$ cat config.mk
export PLATFORM = sky130hd
export DESIGN_NAME = usb_stream_arb_flat
export DESIGN_NICKNAME = d
export VERILOG_FILES = /design/src/rtl/usb_stream_arb_if.sv /design/src/rtl/usb_stream_arb.sv /design/src/flat_wrapper.sv
export SDC_FILE = /design/constraint.sdc
export NUM_CORES = 1
export LEC_CHECK = 0
export BUFFER_PORTS_ARGS = -buffer_cell sky130_fd_sc_hd__buf_2
export CAP_MARGIN = 20
export CORE_MARGIN = 8
export CORE_UTILIZATION = 45
export CTS_BUF_LIST = sky130_fd_sc_hd__clkbuf_16
export CTS_CLUSTER_DIAMETER = 60
export DETAILED_ROUTE_END_ITERATION = 10
export PLACE_DENSITY = 0.85
export SYNTH_ARGS = -nofsm -noshare
export SYNTH_HDL_FRONTEND = slang
export SYNTH_SLANG_ARGS = --single-unit
$ cat constraint.sdc
create_clock -name mclk -period 2.4 [get_ports mclk]
set_clock_uncertainty 0.05 [all_clocks]
set_input_delay 0.12 -clock mclk [delete_from_list [all_inputs] [get_ports mclk]]
set_output_delay 0.12 -clock mclk [all_outputs]
set_load 0.01 [all_outputs]
$ cat src/rtl/usb_stream_arb_if.sv
// Byte-stream bundle between the capture FIFOs, the packetizing arbiter and the FT2232 streamer.
// The arbiter takes the master side; the FIFOs and the streamer together drive the slave side.
interface usb_stream_arb_if #(
  parameter int NCH     = 4,
  parameter int LEVEL_W = 8
);
  logic [8*NCH-1:0]       ch_data;
  logic [NCH-1:0]         ch_empty;
  logic [LEVEL_W*NCH-1:0] ch_level;
  logic [NCH-1:0]         ch_rd;
  logic                   have_space;
  logic [7:0]             data;
  logic                   wr;

  modport master (
    input  ch_data, ch_empty, ch_level, have_space,
    output ch_rd, data, wr
  );

  modport slave (
    output ch_data, ch_empty, ch_level, have_space,
    input  ch_rd, data, wr
  );
endinterface

$ cat src/rtl/usb_stream_arb.sv
// Round-robin packetizing arbiter: frames one FWFT channel at a time as header (0xA0|ch), length, payload
// onto the shared USB byte stream.
module usb_stream_arb #(
  parameter int NCH       = 4,
  parameter int LEVEL_W   = 8,
  parameter int MAX_BURST = 64
) (
  input  logic             mclk,
  input  logic             reset,
  input  logic             enable,
  usb_stream_arb_if.master bus,
  output logic             busy,
  output logic [NCH-1:0]   grant,
  output logic [15:0]      pkt_count
);
  localparam int CH_W  = (NCH > 1) ? $clog2(NCH) : 1;
  localparam int CMP_W = (LEVEL_W > 8) ? LEVEL_W : 8;

  typedef enum logic [1:0] {IDLE, HDR, LEN, DATA} state_t;

  state_t            state, state_nx;
  logic [CH_W-1:0]   g, g_nx, last, last_nx;
  logic [7:0]        len, len_nx, remaining, remaining_nx;
  logic [7:0]        data_nx;
  logic              wr_nx;
  logic [15:0]       pkt_nx;
  logic [NCH-1:0]    elig, rd;
  logic              found;
  logic [CH_W-1:0]   pick, cand;
  logic [LEVEL_W-1:0] pick_level;
  logic [CMP_W-1:0]  pick_level_ext;
  logic [7:0]        pick_len;

  always_comb begin
    for (int i = 0; i < NCH; i++)
      elig[i] = !bus.ch_empty[i] && (bus.ch_level[LEVEL_W*i +: LEVEL_W] != '0);
  end

  // Search starts just after the last served channel so every channel gets a turn.
  always_comb begin
    found = 1'b0;
    pick  = last;
    cand  = '0;
    for (int k = 1; k <= NCH; k++) begin
      cand = CH_W'((int'(last) + k) % NCH);
      if (!found && elig[cand]) begin
        found = 1'b1;
        pick  = cand;
      end
    end
  end

  // Clamp at full level width before narrowing, so a large level never aliases to a small length.
  assign pick_level     = bus.ch_level[LEVEL_W*pick +: LEVEL_W];
  assign pick_level_ext = CMP_W'(pick_level);
  assign pick_len       = (pick_level_ext > CMP_W'(MAX_BURST)) ? 8'(MAX_BURST) : 8'(pick_level_ext);

  // NOTE: every output of this block gets a default first, so no path can leave one unassigned and infer a latch.
  always_comb begin
    state_nx     = state;
    g_nx         = g;
    last_nx      = last;
    len_nx       = len;
    remaining_nx = remaining;
    data_nx      = bus.data;
    wr_nx        = 1'b0;
    pkt_nx       = pkt_count;
    rd           = '0;
    case (state)
      IDLE: begin
        if (enable && found) begin
          g_nx     = pick;
          len_nx   = pick_len;
          state_nx = HDR;
        end
      end
      HDR: begin
        if (bus.have_space) begin
          data_nx  = 8'hA0 | 8'(g);
          wr_nx    = 1'b1;
          state_nx = LEN;
        end
      end
      LEN: begin
        if (bus.have_space) begin
          data_nx      = len;
          wr_nx        = 1'b1;
          remaining_nx = len;
          state_nx     = DATA;
        end
      end
      DATA: begin
        // An empty channel mid-packet just stalls; the pop and the write stay paired.
        if (bus.have_space && !bus.ch_empty[g]) begin
          rd[g]        = 1'b1;
          data_nx      = bus.ch_data[8*g +: 8];
          wr_nx        = 1'b1;
          remaining_nx = remaining - 8'd1;
          if (remaining == 8'd1) begin
            state_nx = IDLE;
            last_nx  = g;
            pkt_nx   = pkt_count + 16'd1;
          end
        end
      end
      default: state_nx = IDLE;
    endcase
  end

  // NOTE: state registers use non-blocking assignments so every flop samples pre-edge values.
  always_ff @(posedge mclk or negedge reset) begin
    if (!reset) begin
      state     <= IDLE;
      g         <= '0;
      last      <= CH_W'(NCH - 1);
      len       <= '0;
      remaining <= '0;
      bus.data  <= 8'h00;
      bus.wr    <= 1'b0;
      pkt_count <= '0;
    end else begin
      state     <= state_nx;
      g         <= g_nx;
      last      <= last_nx;
      len       <= len_nx;
      remaining <= remaining_nx;
      bus.data  <= data_nx;
      bus.wr    <= wr_nx;
      pkt_count <= pkt_nx;
    end
  end

  assign bus.ch_rd = rd;
  assign busy      = (state != IDLE);
  assign grant     = busy ? (NCH'(1) << g) : '0;
endmodule

$ cat src/flat_wrapper.sv
// flat-port wrapper written by rule: the top's interface ports become plain ports
module usb_stream_arb_flat 
#(
  parameter int NCH       = 4,
  parameter int LEVEL_W   = 8,
  parameter int MAX_BURST = 64
)
  (mclk, reset, enable, busy, grant, pkt_count, bus_ch_data, bus_ch_empty, bus_ch_level, bus_have_space, bus_ch_rd, bus_data, bus_wr);
  usb_stream_arb_if #(.NCH(NCH), .LEVEL_W(LEVEL_W)) bus_i ();
  input  logic mclk;
  input  logic reset;
  input  logic enable;
  output logic busy;
  output logic [NCH-1:0] grant;
  output logic [15:0] pkt_count;
  input wire logic [$bits(bus_i.ch_data)-1:0] bus_ch_data;
  input wire logic [$bits(bus_i.ch_empty)-1:0] bus_ch_empty;
  input wire logic [$bits(bus_i.ch_level)-1:0] bus_ch_level;
  input wire logic [$bits(bus_i.have_space)-1:0] bus_have_space;
  output wire logic [$bits(bus_i.ch_rd)-1:0] bus_ch_rd;
  output wire logic [$bits(bus_i.data)-1:0] bus_data;
  output wire logic [$bits(bus_i.wr)-1:0] bus_wr;
  assign bus_i.ch_data = bus_ch_data;
  assign bus_i.ch_empty = bus_ch_empty;
  assign bus_i.ch_level = bus_ch_level;
  assign bus_i.have_space = bus_have_space;
  assign bus_ch_rd = bus_i.ch_rd;
  assign bus_data = bus_i.data;
  assign bus_wr = bus_i.wr;
  usb_stream_arb #(.NCH(NCH), .LEVEL_W(LEVEL_W), .MAX_BURST(MAX_BURST)) u_core (.mclk(mclk), .reset(reset), .enable(enable), .bus(bus_i), .busy(busy), .grant(grant), .pkt_count(pkt_count));
endmodule
==> flow_metrics.tcl <==
set metrics [dict create \
    outcome "finished clean" \
    yosysTopAreaCell "dfrtp_1" \
    die_area_mm2 0.00934 \
    relSlewSlack_pct 61.8 \
    rsz0062_at_grt "no" \
    dpl.hpwl_um 6720 \
    crit_fanout 5 \
    yosys_warnings 0 \
    synth_cell_types 46 \
    synth_flop_cell "dfrtp_1" \
    start_util_pct 46.4 \
    drt-vias-per-instance 5.70 \
    tightest_slew_ns 0.573 \
    layout_common_cells "105 x buf_2, 45 x dfrtp_1, 28 x nor2_1" \
    drive_gt1_share_pct 37.7 \
    powerDensity_mw_per_mm2 1020 \
    post_cts_buffers 0 \
    total_power_w 0.00386 \
    critPathArrivalTime_ns 2.11 \
    cts_tree "yes" \
    nNetsFinal 490 \
    post_synth_and_or_nand_nor_area_fraction_pct 17.3 \
    cts_sinks 47 \
    syn-cell-area_mm2 0.00293 \
    num_vias 2780 \
    ant_nets 0 \
    grt_pass1_vias 3028 \
    io_buffers 105 \
    maxCapViolations 0 \
    num_rows 29 \
    grtUsageTotal_pct 18.5 \
    synth_xor_area_share_pct 4.49 \
    hold_class "input pin to flop" \
    avgSynthCellArea_um2 9.99 \
    grt_start_max_net_pins 27 \
    ys_ff_latch 47 \
    final_core_util_pct 59.9 \
    nFillCells 531 \
    fin_hold_ws_ns 0.0804 \
    routed_wl_um 8690 \
    synth-edff-count 0 \
    synthAdderAreaFrac_pct 3.42 \
    synth_top_area_share_pct 38.5 \
    core_mm2 0.00631 \
    grt_overflow 0 \
    muxShareOfSynthArea_pct 16.9 \
    final_cells 488 \
    place.gp.congestion 0.870 \
    crit_type "flop to output pin" \
    worstSetupStartpointType "flop" \
    vdd_drop_max_v 0.000594 \
    grt_pass1_wl_um 14700 \
    p_leak_nw 1.85 \
    dieWidth_um 96.7 \
    setup_viol 0 \
    fmax_ghz 0.438 \
    clkTransAtPathRegs_ns 0.07 \
    synth_area_leaders "dfrtp_1 38%, mux2i_1 5.1%, mux4_1 4.5%" \
    htreeDepth 2 \
    synth_compound_area_share_pct 13.7 \
    final-max-slew-violation-count 0 \
    clk_path_buf_depth 2 \
    final_common_cell "buf_2" \
    post-route-min-period_ns 2.28 \
    clock_latency_ns 0.29 \
    syn_nets 373 \
    numCtsBuffers 5 \
    synthArstFlopShare_pct 100 \
    cts_root_buffer "clkbuf_16" \
    post_drt_wl_per_cell_um 17.8 \
    cp.required_ns 2.23 \
    remaining_drc_errors 0 \
    final_hold_viol_count 0 \
    die_h_um 96.7 \
    synth_top_family_by_area "simple AND/OR/NAND/NOR gates" \
    seq_area_frac_synth_pct 40.3 \
    drt_iter0_markers 181 \
    ios 106 \
    antenna_found_initial 0 \
    areaGrowthSynthToFinish_pct 29.3 \
    period_share_pct 95.1 \
    end_kind "output pin" \
    dr.pass1.iters 5 \
    dp.cells 479 \
    antennaDiodeCount 0 \
    netlist_instances 293 \
]
power by group:
group          leakage, nW  internal, W  switching, W
Clock               0.0748     0.000395      0.000316
Sequential           0.592      0.00104      0.000230
Combinational         1.18     0.000827       0.00105
Total                 1.85      0.00226       0.00160
sequential cells by signal, indices dropped and copies added, names as in the netlist:
signal            count
u_core.state          2
u_core.remaining      8
u_core.bus.wr         1
u_core.pkt_count     16
u_core.g              2
u_core.last           2
u_core.bus.data       8
u_core.len            8
layout make-up:
class	count	area, µm²	area share [%]
clock buffer	5	125	3.31
clock inverter	3	26.3	0.694
inverter	10	37.5	0.992
multi-input combinational	222	1640	43.3
sequential	47	1180	31.1
tap	77	96.3	2.55
timing repair buffer	124	683	18.0
metrics by stage:
stage	instance area, µm²	worst slack (ns)	TNS (ns)
2_1_floorplan	2930	-0.0612	-0.0612
3_3_place_gp	3620	0.117	0
3_5_place_dp	3620	0.0377	0
4_1_cts	3780	0.0527	0
5_1_grt	3780	0.0117	0
6_report	3780	0.117	0
logic make-up after synthesis:
logic type,after synthesis
flip-flops,47
multiplexers,35
buffers and inverters,24
adder cells (fa/ha/maj),8
AND/OR/NAND/NOR,98
XOR/XNOR,15
AO/OA/AOI/OAI,66
metal layers:
metal	vias to the layer above	track usage (%)	routed length [µm]
li1	1311	-	-
met1	1315	21.5	3600
met2	140	32.1	4260
met3	14	4.77	684
met4	0	6.15	144
met5	-	0	0
worst max-delay path, cell delays in order (launching register included):
cell	delay [ns]
dfrtp_1	0.37
mux4_2	0.52
nand2b_4	0.17
or2_4	0.26
buf_4	0.17
nor3b_1	0.18
buf_2	0.16
path summary, 6_finish.rpt:
kind | start | endpoint | slack, ns | depth (start not counted)
hold / removal | bus_have_space | u_core.bus.wr | 0.08 | 3
setup reg to reg | u_core.g[1] | u_core.pkt_count[15] | 0.17 | 7
hold reg to reg | u_core.pkt_count[15] | u_core.pkt_count[15] | 0.43 | 1
max in group asynchronous | reset | u_core.pkt_count[10] | 1.29 | 3
setup / recovery | u_core.g[1] | bus_ch_rd[2] | 0.12 | 6
min in group asynchronous | reset | u_core.bus.data[1] | 0.31 | 2
what timing repair did:
item                                   CTS  global route
resized for setup                        0             2
hold buffers                             1             0
setup endpoints to repair                0             4
endpoints found under the hold margin   23             0
cells in the mapped netlist (all sizes together) (2+ instances only):
cell type  count
nor2          29
dfrtp         45
mux4           9
and2           2
o22ai          6
a21oi         19
o21ai         14
mux2i         15
nand3         11
nor3           3
nand2         23
nor2b          2
and4           2
a31oi          7
o31ai          7
ha             8
mux2          11
dfstp          2
buf            6
nor3b          5
a21o           2
xnor2         14
nand2b         2
and3           2
or2            2
a22oi          7
clkbuf         8
nor4           6
or3b           2
inv           10
nand4          5
(Power assumes the default switching activity.)
